<file path="src/rtl/dpseq_pkg.sv">
// dpseq_pkg: shared types and encodings for datapath_sequencer.
//   Opcode and state enums, datapath mux/ALU encodings, the control-word
//   struct driven onto the datapath, the decoder result struct and the
//   idle control-word constant.
package dpseq_pkg;

   localparam int unsigned OP_W  = 3;
   localparam int unsigned REG_W = 2;

   typedef enum logic [2:0] {
      OP_LOAD = 3'b000,
      OP_MOV  = 3'b001,
      OP_XOR  = 3'b010,
      OP_AND  = 3'b011,
      OP_SHL  = 3'b100
   } op_e;

   typedef enum logic [1:0] {
      S_IDLE = 2'b00,
      S_LDT  = 2'b01,
      S_WB   = 2'b10,
      S_RET  = 2'b11
   } state_e;

   // write-data mux
   localparam logic [1:0] SR_IN  = 2'b00;
   localparam logic [1:0] SR_ALU = 2'b01;
   localparam logic [1:0] SR_TMP = 2'b10;

   // tmp mux
   localparam logic [2:0] TSEL_NONE = 3'b000;
   localparam logic [2:0] TSEL_R0   = 3'b001;
   localparam logic [2:0] TSEL_BIN  = 3'b010;

   // B mux (active values are rs-1)
   localparam logic [2:0] BSEL_IDLE = 3'b000;

   // ALU op
   localparam logic [1:0] ALU_XOR  = 2'b00;
   localparam logic [1:0] ALU_AND  = 2'b01;
   localparam logic [1:0] ALU_SHL  = 2'b10;
   localparam logic [1:0] ALU_IDLE = 2'b11;

   typedef struct packed {
      logic       w;
      logic [1:0] rn;
      logic [1:0] sr;
      logic       lt;
      logic [2:0] tsel;
      logic [2:0] bsel;
      logic [1:0] aluop;
   } ctrl_t;

   localparam ctrl_t CTRL_IDLE = '{w: 1'b0, rn: 2'b00, sr: SR_IN, lt: 1'b0,
                                   tsel: TSEL_NONE, bsel: BSEL_IDLE, aluop: ALU_IDLE};

   typedef struct packed {
      logic       legal;
      logic       two_phase;
      logic [2:0] tsel;
      logic [1:0] sr;
      logic [1:0] aluop;
      logic [2:0] bsel;
   } dec_t;

endpackage

</file>
<file path="src/rtl/dpseq_if.sv">
// dpseq_if: instruction valid/ready channel into the sequencer.
//   instr_valid/op/rd/rs driven by the instruction source (master),
//   instr_ready driven by the sequencer (slave).
interface dpseq_if;
   import dpseq_pkg::*;

   logic             instr_valid;
   logic             instr_ready;
   logic [OP_W-1:0]  op;
   logic [REG_W-1:0] rd;
   logic [REG_W-1:0] rs;

   modport master (output instr_valid, op, rd, rs, input instr_ready);
   modport slave  (input instr_valid, op, rd, rs, output instr_ready);
endinterface

</file>
<file path="src/rtl/dpseq_decode.sv">
// dpseq_decode: combinational instruction decode.
//   op, rs  -> dec_c {legal, two_phase, tsel, sr, aluop, bsel}
//   rs=00 is illegal for MOV/XOR/AND; opcodes 101-111 are illegal.
module dpseq_decode
   import dpseq_pkg::*;
(
   input  logic [OP_W-1:0]  op,
   input  logic [REG_W-1:0] rs,
   output dec_t             dec_c
);

   logic [2:0] bsel_rs;

   // R1..R3 map onto B-mux inputs 0..2
   assign bsel_rs = 3'({1'b0, rs} - 3'd1);

   always_comb begin
      dec_c = '{legal: 1'b0, two_phase: 1'b0, tsel: TSEL_NONE, sr: SR_IN,
                aluop: ALU_IDLE, bsel: BSEL_IDLE};
      case (op)
         OP_LOAD: dec_c.legal = 1'b1;
         OP_MOV: begin
            dec_c.legal     = (rs != 2'b00);
            dec_c.two_phase = 1'b1;
            dec_c.tsel      = TSEL_BIN;
            dec_c.sr        = SR_TMP;
            dec_c.bsel      = bsel_rs;
         end
         OP_XOR: begin
            dec_c.legal     = (rs != 2'b00);
            dec_c.two_phase = 1'b1;
            dec_c.tsel      = TSEL_R0;
            dec_c.sr        = SR_ALU;
            dec_c.aluop     = ALU_XOR;
            dec_c.bsel      = bsel_rs;
         end
         OP_AND: begin
            dec_c.legal     = (rs != 2'b00);
            dec_c.two_phase = 1'b1;
            dec_c.tsel      = TSEL_R0;
            dec_c.sr        = SR_ALU;
            dec_c.aluop     = ALU_AND;
            dec_c.bsel      = bsel_rs;
         end
         OP_SHL: begin
            dec_c.legal     = 1'b1;
            dec_c.two_phase = 1'b1;
            dec_c.tsel      = TSEL_R0;
            dec_c.sr        = SR_ALU;
            dec_c.aluop     = ALU_SHL;
         end
         default: ;
      endcase
   end

endmodule

</file>
<file path="src/rtl/datapath_sequencer.sv">
// datapath_sequencer: expands one instruction at a time into timed
// datapath controls (IDLE -> [LDT] -> WB -> RET).
//   clk, rst_n          clock, async active-low reset
//   bus (dpseq_if.slave) instruction valid/ready channel with op/rd/rs
//   w, Rn, sr           register write enable / select / write-data mux
//   lt, tsel            tmp load strobe / tmp mux
//   bsel, aluop         B mux / ALU op
//   done, err           retire pulse / illegal-instruction flag
//   insn_count          retired legal instruction count (wraps)
// Build option DPSEQ_ILLEGAL_TRAP_EN: illegal instruction makes err sticky
// and holds instr_ready low until reset; otherwise it retires as a NOP
// with a one-cycle err pulse.
module datapath_sequencer
   import dpseq_pkg::*;
#(
   parameter int unsigned CNT_W = 8
) (
   input  logic             clk,
   input  logic             rst_n,
   dpseq_if.slave           bus,
   output logic             w,
   output logic [1:0]       Rn,
   output logic [1:0]       sr,
   output logic             lt,
   output logic [2:0]       tsel,
   output logic [2:0]       bsel,
   output logic [1:0]       aluop,
   output logic             done,
   output logic             err,
   output logic [CNT_W-1:0] insn_count
);

   state_e           state, state_nxt;
   ctrl_t            ctrl_q, ctrl_nxt;
   logic             ready_q, ready_nxt;
   logic             done_nxt, err_nxt;
   logic [CNT_W-1:0] cnt_nxt;

   logic [OP_W-1:0]  op_q;
   logic [REG_W-1:0] rd_q, rs_q;

   logic             accept_c;
   logic [OP_W-1:0]  dec_op;
   logic [REG_W-1:0] dec_rs, dec_rd;
   dec_t             dec_c;
   ctrl_t            ldt_word, wb_word;

   assign accept_c = (state == S_IDLE) && bus.instr_valid && ready_q;

   // Decode the incoming instruction while idle, the latched one afterwards
   assign dec_op = (state == S_IDLE) ? bus.op : op_q;
   assign dec_rs = (state == S_IDLE) ? bus.rs : rs_q;
   assign dec_rd = (state == S_IDLE) ? bus.rd : rd_q;

   dpseq_decode u_decode (
      .op    (dec_op),
      .rs    (dec_rs),
      .dec_c (dec_c)
   );

   // Control words for the two active phases; bsel is carried in both
   always_comb begin
      ldt_word      = CTRL_IDLE;
      ldt_word.lt   = 1'b1;
      ldt_word.tsel = dec_c.tsel;
      ldt_word.bsel = dec_c.bsel;

      wb_word       = CTRL_IDLE;
      wb_word.w     = 1'b1;
      wb_word.rn    = dec_rd;
      wb_word.sr    = dec_c.sr;
      wb_word.aluop = dec_c.aluop;
      wb_word.bsel  = dec_c.bsel;
   end

   // Next state and next registered outputs
   always_comb begin
      state_nxt = state;
      ctrl_nxt  = CTRL_IDLE;
      ready_nxt = 1'b0;
      done_nxt  = 1'b0;
      cnt_nxt   = insn_count;
`ifdef DPSEQ_ILLEGAL_TRAP_EN
      err_nxt   = err;
`else
      err_nxt   = 1'b0;
`endif
      case (state)
         S_IDLE: begin
            ready_nxt = ready_q;
            if (accept_c) begin
               ready_nxt = 1'b0;
               if (!dec_c.legal) begin
                  state_nxt = S_RET;
                  done_nxt  = 1'b1;
                  err_nxt   = 1'b1;
               end else if (dec_c.two_phase) begin
                  state_nxt = S_LDT;
                  ctrl_nxt  = ldt_word;
               end else begin
                  state_nxt = S_WB;
                  ctrl_nxt  = wb_word;
               end
            end
         end
         S_LDT: begin
            state_nxt = S_WB;
            ctrl_nxt  = wb_word;
         end
         S_WB: begin
            state_nxt = S_RET;
            done_nxt  = 1'b1;
            cnt_nxt   = insn_count + CNT_W'(1);
         end
         S_RET: begin
            state_nxt = S_IDLE;
`ifdef DPSEQ_ILLEGAL_TRAP_EN
            ready_nxt = ~err;
`else
            ready_nxt = 1'b1;
`endif
         end
         default: state_nxt = S_IDLE;
      endcase
   end

   // State and output registers
   always_ff @(posedge clk or negedge rst_n) begin
      if (!rst_n) begin
         state      <= S_IDLE;
         ctrl_q     <= CTRL_IDLE;
         ready_q    <= 1'b1;
         done       <= 1'b0;
         err        <= 1'b0;
         insn_count <= '0;
      end else begin
         state      <= state_nxt;
         ctrl_q     <= ctrl_nxt;
         ready_q    <= ready_nxt;
         done       <= done_nxt;
         err        <= err_nxt;
         insn_count <= cnt_nxt;
      end
   end

   // Instruction latch
   always_ff @(posedge clk or negedge rst_n) begin
      if (!rst_n) begin
         op_q <= '0;
         rd_q <= '0;
         rs_q <= '0;
      end else if (accept_c) begin
         op_q <= bus.op;
         rd_q <= bus.rd;
         rs_q <= bus.rs;
      end
   end

   assign bus.instr_ready = ready_q;
   assign w     = ctrl_q.w;
   assign Rn    = ctrl_q.rn;
   assign sr    = ctrl_q.sr;
   assign lt    = ctrl_q.lt;
   assign tsel  = ctrl_q.tsel;
   assign bsel  = ctrl_q.bsel;
   assign aluop = ctrl_q.aluop;

endmodule
</file>
<file path="src/flat_wrapper.sv">
// flat-port wrapper written by rule: the top's interface ports become plain ports
module datapath_sequencer_flat import dpseq_pkg::*;
#(
   parameter int unsigned CNT_W = 8
)
  (clk, rst_n, w, Rn, sr, lt, tsel, bsel, aluop, done, err, insn_count, bus_instr_valid, bus_op, bus_rd, bus_rs, bus_instr_ready);
  dpseq_if bus_i ();
  input  logic clk;
  input  logic rst_n;
  output logic w;
  output logic [1:0] Rn;
  output logic [1:0] sr;
  output logic lt;
  output logic [2:0] tsel;
  output logic [2:0] bsel;
  output logic [1:0] aluop;
  output logic done;
  output logic err;
  output logic [CNT_W-1:0] insn_count;
  input wire logic [$bits(bus_i.instr_valid)-1:0] bus_instr_valid;
  input wire logic [$bits(bus_i.op)-1:0] bus_op;
  input wire logic [$bits(bus_i.rd)-1:0] bus_rd;
  input wire logic [$bits(bus_i.rs)-1:0] bus_rs;
  output wire logic [$bits(bus_i.instr_ready)-1:0] bus_instr_ready;
  assign bus_i.instr_valid = bus_instr_valid;
  assign bus_i.op = bus_op;
  assign bus_i.rd = bus_rd;
  assign bus_i.rs = bus_rs;
  assign bus_instr_ready = bus_i.instr_ready;
  datapath_sequencer #(.CNT_W(CNT_W)) u_core (.clk(clk), .rst_n(rst_n), .bus(bus_i), .w(w), .Rn(Rn), .sr(sr), .lt(lt), .tsel(tsel), .bsel(bsel), .aluop(aluop), .done(done), .err(err), .insn_count(insn_count));
endmodule
</file>
<file path="config.mk">
export PLATFORM = sky130hd
export DESIGN_NAME = datapath_sequencer_flat
export DESIGN_NICKNAME = d
export VERILOG_FILES = /design/src/rtl/dpseq_pkg.sv /design/src/rtl/dpseq_if.sv /design/src/rtl/dpseq_decode.sv /design/src/rtl/datapath_sequencer.sv /design/src/flat_wrapper.sv
export SDC_FILE = /design/constraint.sdc
export NUM_CORES = 1
export LEC_CHECK = 0
export ABC_CLOCK_PERIOD_IN_PS = 2500
export BUFFER_PORTS_ARGS = -buffer_cell sky130_fd_sc_hd__buf_2
export CAP_MARGIN = 20
export CORE_MARGIN = 1
export CORE_UTILIZATION = 33
export CTS_CLUSTER_SIZE = 25
export DETAILED_ROUTE_END_ITERATION = 10
export HOLD_SLACK_MARGIN = 0.12
export PLACE_DENSITY = 0.63
export REMOVE_ABC_BUFFERS = 1
export SYNTH_ARGS = -nofsm -noshare
export SYNTH_HDL_FRONTEND = slang
export SYNTH_SLANG_ARGS = --single-unit
</file>
<file path="constraint.sdc">
create_clock -name clk -period 2.5 [get_ports clk]
set_clock_uncertainty 0.05 [all_clocks]
set_input_delay 0.5 -clock clk [delete_from_list [all_inputs] [get_ports clk]]
set_output_delay 0.5 -clock clk [all_outputs]
set_load 0.1 [all_outputs]
</file>
# == After elaboration in Yosys (flattened, before gate mapping) ==
# Index checks and enable logic that the tools add are counted.
# word_totals
regBits,34
out_inout_bits,25
wordCells,54
# classes
addsub,2
eq_ne,8
mux,21
n_reduce_logical,8
# ops
cell,n
$mux W14,3
$pmux W14 S2,1
$pmux W6 S2,1
$mux W2,5
$add A8 B1 Y8 const B,1
$pmux W2 S4,1
$eq A3 B2 Y1 const B,2
$mux W3,2
$pmux W1 S2,3
$pmux W2 S3,1
$reduce_or A3 Y1,2
$eq A2 B2 Y1 const B,2
$mux W1,4
$eq A3 B1 Y1 const B,1
$eq A3 B3 Y1 const B,1
$logic_not A3 Y1,1
$sub A2 B1 Y3 const B,1
$eq A2 B1 Y1 const B,1
$logic_and A1 B1 Y1,2
$logic_not A2 Y1,1
$ne A2 B1 Y1 const B,1
$reduce_bool A2 Y1,1
$reduce_or A2 Y1,1

# == Logic depth before layout (Yosys ltp) ==
# Gate-level depths: netlist of run 1.
# logic_depth
ltp_word,9
mapped_depth,9

# == Modules after synthesis ==
# Synthesis of run 1 repeated with hierarchy kept, for this count alone.
# hier_totals
hier_cells,126
hier_area_um2,1572.8
# modules_own_cells
module,instances,cells_per_inst,area_each_um2,seq_area_each_um2
datapath_sequencer,1,106,1422.6,854.6
dpseq_decode,1,20,150.1,0.0

# == Least setup slack after synthesis of run 1 ==
# No wires, ideal clock.
# synth_timing
path_type,reg-to-reg
from,register u_core.state[0]
to,register u_core.state[1]
arrival_ns,1.792
t_required_ns,2.363
setup_slack_ns,0.571
path_stages_with_launch,10
n_path_buf,2
period_less_slack_ns,1.929
cell_sequence,dfrtp_1 > inv_1 > ha_1 > buf_4 > buf_6 > mux2i_1 > ha_1 > nor2_2 > mux2_1 > o221ai_2
# synth_between
elab_chain_len,9
# synth_rtl
element,line_no,text
start: declaration,datapath_sequencer.sv:33,"state_e state, state_nxt;"
start signal: assignment,datapath_sequencer.sv:137,state <= state_nxt;
$logic_not A2 Y1,n/a,
$mux W3,datapath_sequencer.sv:51,assign dec_op = (state == S_IDLE) ? bus.op : op_q;
$eq A3 B3 Y1 or $eq A3 B2 Y1 (tied branches),dpseq_decode.sv:20,case (op)
$reduce_or A3 Y1 (no line),n/a,
$pmux W6 S2,dpseq_decode.sv:20,
$mux W2,datapath_sequencer.sv:97,end else if (dec_c.two_phase) begin
$mux W2,datapath_sequencer.sv:93,if (!dec_c.legal) begin
$mux W2,datapath_sequencer.sv:91,if (accept_c) begin
$pmux W2 S4,datapath_sequencer.sv:88,case (state)
# Several ways; a longest one is shown, not always the timed one. The select of a mux whose other input is x is not followed.
# A chain may end at the register's enable or synchronous reset.

# == Final worst setup path of run 1 ==
# Ends and elaborated chain as after synthesis.

==> results.py, run 1 <==
metrics = {
    "status": {
        "status": "finished, final reports clean",
    },
    "worst_setup_path": {
        "slowest_stage": "dfrtp_1",
        "critPathMostFrequentCell": "ha_1",
        "crit_chain": "inv_1 -> ha_1 -> mux2i_1 -> ha_1 -> nor2_2 -> mux2_1 -> o221ai_2",
        "critPathLaunchType": "flip-flop",
        "crit_type": "reg -> reg",
        "slowest_delay_ps": 400,
        "critPathArrivalTime_ps": 2080,
        "cp_max_fo": 7,
        "required_ps": 2660,
        "ff2ff_setup_slack_ps": 570,
        "cp-end-kind": "flip-flop",
    },
    "grt": {
        "grt_use_total": 0.1336,
        "met1_usage": 0.1653,
        "grt.busiest_layer": "met2",
        "grt_first_pass_wirelength_microns": 4988,
        "overflow": 0,
        "grt_pass1_vias": 1051,
        "antenna_found_initial": 0,
        "grt_use_met3": 0.06494,
        "grtUsageMet2": 0.1989,
        "grt_max_degree": 34,
    },
    "die": {
        "dieHeight_microns": 70.24,
        "num_rows": 24,
        "core-area_sq_mm": 0.004414,
        "io_pins": 35,
        "die_area_sq_mm": 0.004933,
        "die_w_microns": 70.24,
        "initial_core_util": 0.3481,
    },
    "synth": {
        "synth_top_area_share": 0.4886,
        "syn_area_sq_mm": 0.001536,
        "netlist_instances": 125,
        "postSynthAreaPerCell_sq_um": 12.29,
        "ys_top_cells_by_area": "dfrtp_1, mux2_1, dfstp_2, ha_1, xnor2_1",
        "yosysSeqAreaShare": 0.5399,
        "yosysTopAreaCell": "dfrtp_1",
        "yosysWarningCount": 0,
        "synth-seq-cells": 33,
        "ys_types": 39,
    },
    "job": {
        "cap_violations": 0,
    },
    "finish": {
        "synthToLayoutAreaGrowth_pct": 19.22,
        "final_util": 0.4150,
        "num_antenna_cells": 0,
        "layoutNonFillerInstCount": 213,
        "drive_gt1_frac": 0.3292,
        "nNetsFinal": 176,
    },
    "clock_tree": {
        "clock_sinks": 33,
        "clk_latency_ps": 290,
        "cts_buffer_depth": 2,
        "clkTransAtPathRegs_ps": 60,
        "htree_levels": 2,
        "numCtsBuffers": 5,
        "cts_setup_buffers": 0,
        "ctsHoldBuffers": 0,
        "cts_tree": "yes",
        "ctsRootBufferMaster": "clkbuf_8",
        "ctsResizeCount": 0,
    },
    "timing": {
        "rsz0062_at_grt": "no",
        "whs_ps": 201.0,
        "min_period_ps": 1926,
        "setup_tns_ps": 0,
        "finalSetupViolCount": 0,
        "finalCritPeriodShare": 0.7705,
        "fmax_ghz": 0.5191,
        "worst_slew_pin_slew_ps": 691.7,
        "hold_viol": 0,
        "slew_viol_final": 0,
        "maxSlewHeadroom": 0.5389,
    },
    "drt": {
        "ant_nets": 0,
        "drc": 0,
        "vias": 1056,
        "wire_per_inst_microns": 13.90,
        "drt_first_pass_iters": 4,
        "drtIter0Drc": 49,
        "viasPerCell": 4.958,
        "wl_microns": 2961,
    },
    "place": {
        "dp_hpwl_microns": 2134,
        "io_buffers": 33,
        "dp.cells": 205,
        "routabilityCongestion": 0.7745,
    },
    "worst_hold_path": {
        "hp-class": "in -> async",
    },
}
[cell usage in the layout (no fill, tap or decap), drive strengths merged]
cell type,n
and3,3
and3b,1
a21oi,5
and4b,1
inv,7
clkbuf,7
a22oi,1
o32a,2
mux2,12
mux2i,2
nand3,2
xnor2,5
or2,2
ha,6
dfrtp,30
nor3b,1
nand4,3
nand2b,1
o22ai,1
a21bo,1
o21ai,2
a22o,2
nand2,6
buf,34
nor3,4
clkinv,1
xor2,3
nor4,2
or4b,1
nand4bb,1
nor2,7
conb,1
o221ai,1
dfstp,3
[synth_stat cells]
master	count
nor4_1	1
a21bo_1	1
buf_6	1
xor2_1	3
and4b_1	1
nor3b_2	1
buf_4	3
o21ai_1	2
conb_1	1
mux2i_1	2
ha_1	6
or4b_1	1
xnor2_1	5
nand3_1	1
nand3_2	1
nor4_2	1
nand2b_1	1
nand4_1	3
inv_1	7
mux2_2	1
nor3_2	1
o32a_1	2
nand4bb_1	1
and3b_1	1
nor2_1	5
buf_2	2
nor2_2	2
or2_1	2
a22oi_1	1
dfstp_2	3
nand2_1	6
nor3_1	3
dfrtp_1	30
o221ai_2	1
and3_1	3
a22o_1	2
a21oi_1	5
mux2_1	11
o22ai_1	1
[cells by family (layout without fill, tap and decap cells)]
| logic type | after synthesis | count (layout) | synth area share |
|---|---|---|---|
| AO/OA/AOI/OAI | 15 | 15 | 0.07248 |
| multiplexers | 14 | 14 | 0.1010 |
| other | 1 | 1 | 0.002441 |
| adder cells (fa/ha/maj) | 6 | 6 | 0.04886 |
| buffers and inverters | 13 | 49 | 0.04560 |
| XOR/XNOR | 8 | 8 | 0.04560 |
| flip-flops | 33 | 33 | 0.5399 |
| AND/OR/NAND/NOR | 35 | 35 | 0.1441 |
[routing by layer]
layer	routed length [microns]	part of all wire	vias to the layer above
li1	-	-	504
met1	1325	0.45	504
met2	1349	0.46	40
met3	224	0.076	8
met4	61	0.021	0
met5	0	0	-
[critical path, delay by kind of cell, from the launching register on]
kind / cells / cell delay (ps)
DFF: 1 / 400
adders and majority gates: 2 / 540
buffers and inverters: 1 / 110
muxes: 2 / 560
AOI/OAI and AO/OA: 1 / 120
and+or+nand+nor: 1 / 70
[flip-flops by register name, summed over array words and instances, names as in the netlist, 2 cells and up]
register and flops:
u_core.sr 2, u_core.Rn 2, u_core.op_q 3, u_core.bsel 3, u_core.state 2, u_core.tsel 2
u_core.rs_q 2, u_core.insn_count 8, u_core.aluop 2, u_core.rd_q 2
[worst paths after layout]
kind                                      start              endpoint  cells past startpoint
max                             u_core.state[0]       u_core.state[1]                      7
min in group clk                      bus_rs[1]        u_core.rs_q[1]                      2
max reg2reg                     u_core.state[0]       u_core.state[1]                      7
max in group asynchronous                 rst_n          u_core.sr[0]                      1
min                                       rst_n  u_core.insn_count[5]                      1
min reg2reg                u_core.insn_count[7]  u_core.insn_count[7]                      1
[through the flow]
stage / cell area, sq um / setup slack [ps]
6_report: 1832 / 573.7
5_1_grt: 1832 / 424.0
4_1_cts: 1832 / 559.6
3_5_place_dp: 1730 / 569.0
3_3_place_gp: 1730 / 643.1
2_1_floorplan: 1493 / 444.5
[final cells by class]
class                      count  area (sq um)
inverter                       7         26.28
multi-input combinational     79         636.9
sequential                    33         829.5
fill                         434          2582
tap                           52         65.06
clock buffer                   7         96.34
timing repair buffer          34         172.7
clock inverter                 1         5.005
Power of run 1 is not shown: default switching activity piles up to over one toggle a cycle in this logic, so the estimate is an artifact.
==> inputs of run 2 (changes only) <==
ABC_AREA = 1   (was default)
ABC_CLOCK_PERIOD_IN_PS = 1590   (was 2500)
PLACE_DENSITY = 0.65   (was 0.63)
clock period = 1.59 ns   (was 2.5 ns; I/O delays follow)
==> run 2 against run 1 <==
Against the previous run: setup slack lost 540 ps; first-iteration DRC count is 27% higher; synthesized area fell by 0.98%; highest routed layer unchanged.
==> results.py, run 2 <==
metrics = {
    "timing": {
        "fmax_ghz": 0.6409,
        "min_period_ps": 1560,
        "finalSetupViolCount": 0,
        "hold_viol": 0,
        "rsz0062_at_grt": "yes",
        "slew_viol_final": 0,
        "finalCritPeriodShare": 0.9813,
    },
    "synth": {
        "ys_top_cells_by_area": "dfrtp_1, nand2_1, dfstp_2, ha_1, inv_1",
        "yosysSeqAreaShare": 0.5452,
        "postSynthAreaPerCell_sq_um": 9.111,
        "synth_flop_cell": "dfrtp_1",
        "synth_top_family_by_area": "simple AND/OR/NAND/NOR gates",
        "yosysWarningCount": 0,
        "yosys.area_share.simple": 0.2319,
        "synth-seq-cells": 33,
        "synthArstFlopShare": 1.000,
        "synth_compound_area_frac": 0.06086,
        "ys_types": 24,
        "yosysTopAreaCell": "dfrtp_1",
        "synth_edf_count": 0,
        "netlist_instances": 167,
        "synth-xor-area-share": 0.03454,
        "synth_common_cells": "nand2_1, dfrtp_1, inv_1",
        "synth_top_area_share": 0.4934,
        "synth_fa_ha_area_frac": 0.04934,
        "synth_most_common_cell": "nand2_1",
        "syn_area_sq_mm": 0.001521,
        "synth.mux.area_fraction": 0,
    },
    "drt": {
        "wire_per_inst_microns": 11.92,
        "viasPerCell": 4.527,
        "drtIter0Drc": 62,
        "vias": 1254,
        "drc": 0,
        "ant_nets": 0,
        "drt_first_pass_iters": 4,
        "wl_microns": 3302,
    },
    "grt": {
        "grt_pass1_vias": 1149,
        "grt_max_degree": 34,
        "antenna_found_initial": 0,
        "overflow": 0,
        "grt_first_pass_wirelength_microns": 5154,
        "grt_use_total": 0.1358,
    },
    "clock_tree": {
        "clkTransAtPathRegs_ps": 70,
        "htree_levels": 2,
        "cts_tree": "yes",
        "ctsRootBufferMaster": "clkbuf_8",
        "clock_sinks": 33,
        "clk_latency_ps": 280,
        "numCtsBuffers": 5,
        "cts_buffer_depth": 2,
    },
    "place": {
        "placed_area_sq_mm": 0.001889,
        "routabilityCongestion": 0.7943,
        "io_buffers": 33,
        "dp_hpwl_microns": 2190,
        "dp.cells": 262,
    },
    "worst_setup_path": {
        "ff2ff_path_depth": 11,
        "ff2ff_setup_slack_ps": 30,
        "critPathArrivalTime_ps": 1720,
        "crit_end": "u_core.bsel[1]",
        "cp-end-kind": "flip-flop",
        "cp-startpoint": "u_core.state[0]",
        "critPathLaunchType": "flip-flop",
        "cp_max_fo": 6,
        "rr_startpoint": "u_core.state[0]",
        "required_ps": 1750,
        "crit_type": "reg -> reg",
        "r2r-end": "u_core.bsel[1]",
    },
    "die": {
        "initial_core_util": 0.3470,
        "num_rows": 24,
        "dieHeight_microns": 69.90,
        "die_w_microns": 69.90,
        "core-area_sq_mm": 0.004384,
        "die_area_sq_mm": 0.004886,
        "io_pins": 35,
    },
    "finish": {
        "design_area_sq_mm": 0.002263,
        "drive_gt1_frac": 0.4889,
        "synthToLayoutAreaGrowth_pct": 48.77,
        "largest_reg_flops": 8,
        "nNetsFinal": 240,
        "layoutNonFillerInstCount": 277,
        "final_cell_mix": "nand2_1, buf_2, dfrtp_1, buf_4, inv_1",
        "num_antenna_cells": 0,
        "regMostFlops": "u_core.insn_count",
    },
    "status": {
        "status": "finished, final reports clean",
    },
    "worst_hold_path": {
        "hp-class": "in -> reg",
    },
    "job": {
        "cap_violations": 0,
    },
}
-- run 2: final cells by class --
cell class	count	area [sq um]
clock buffers	7	86.33
clock inverters	1	30.03
fillers	385	2121
inverters	22	85.08
multi-input cells	107	753.2
flip-flops and latches	33	829.5
well taps	52	65.06
repair buffers	55	414.1
-- run 2: worst max-delay path: stages (launching register included) --
cell and delay, ps:
dfrtp_1 360, inv_2 60, ha_4 180, buf_6 140, nand2_2 80, nand2_4 60
ha_4 160, inv_4 50, nand3_4 80, nand2_4 90, nand2_4 70, a21oi_2 110
-- run 2: worst min-delay path by stage --
stage          startpoint                   end  slack [ps]  cells after the start
4_1_cts         bus_op[2]        u_core.op_q[2]         200                      3
3_3_place_gp        rst_n  u_core.insn_count[7]         240                      2
3_5_place_dp        rst_n  u_core.insn_count[6]         240                      2
6_report        bus_op[2]        u_core.op_q[2]         210                      3
2_1_floorplan       rst_n          u_core.Rn[0]         -30                      0
5_1_grt         bus_op[2]        u_core.op_q[2]         230                      3
-- run 2: cells by family after synthesis --
family                   after synthesis
AND/OR/NAND/NOR                       76
flip-flops                            33
buffers and inverters                 27
AO/OA/AOI/OAI                         18
XOR/XNOR                               6
adder cells (fa/ha/maj)                6
other                                  1
-- run 2: per-layer routing --
| layer | GRT usage | share of wire | vias to the layer above |
|---|---|---|---|
| li1 | - | - | 637 |
| met1 | 0.1916 | 0.46 | 584 |
| met2 | 0.1923 | 0.49 | 28 |
| met3 | 0.02597 | 0.039 | 5 |
| met4 | 0.08222 | 0.018 | 0 |
| met5 | 0 | 0 | - |
-- run 2: timing repair --
action,CTS,global route
gates resized for setup,15,35
endpoints found under the hold margin,30,0
buffers inserted,2,4
pin swaps,4,14
hold buffers,1,0
setup endpoints to repair,13,16
-- run 2: per-stage QoR --
stage | hold WS, ps | TNS (ps) | utilization | setup WS, ps
floorplan | -27.59 | -3912 | - | -274.8
global placement | 235.7 | -255.1 | 0.4309 | -48.60
detailed placement | 238.5 | -990.7 | 0.4309 | -149.6
CTS | 197.2 | 0 | 0.4735 | 3.373
global route | 225.7 | -369.6 | 0.5163 | -57.23
finish | 213.7 | 0 | 0.5163 | 29.76
Power of run 2 is left out for the same reason.
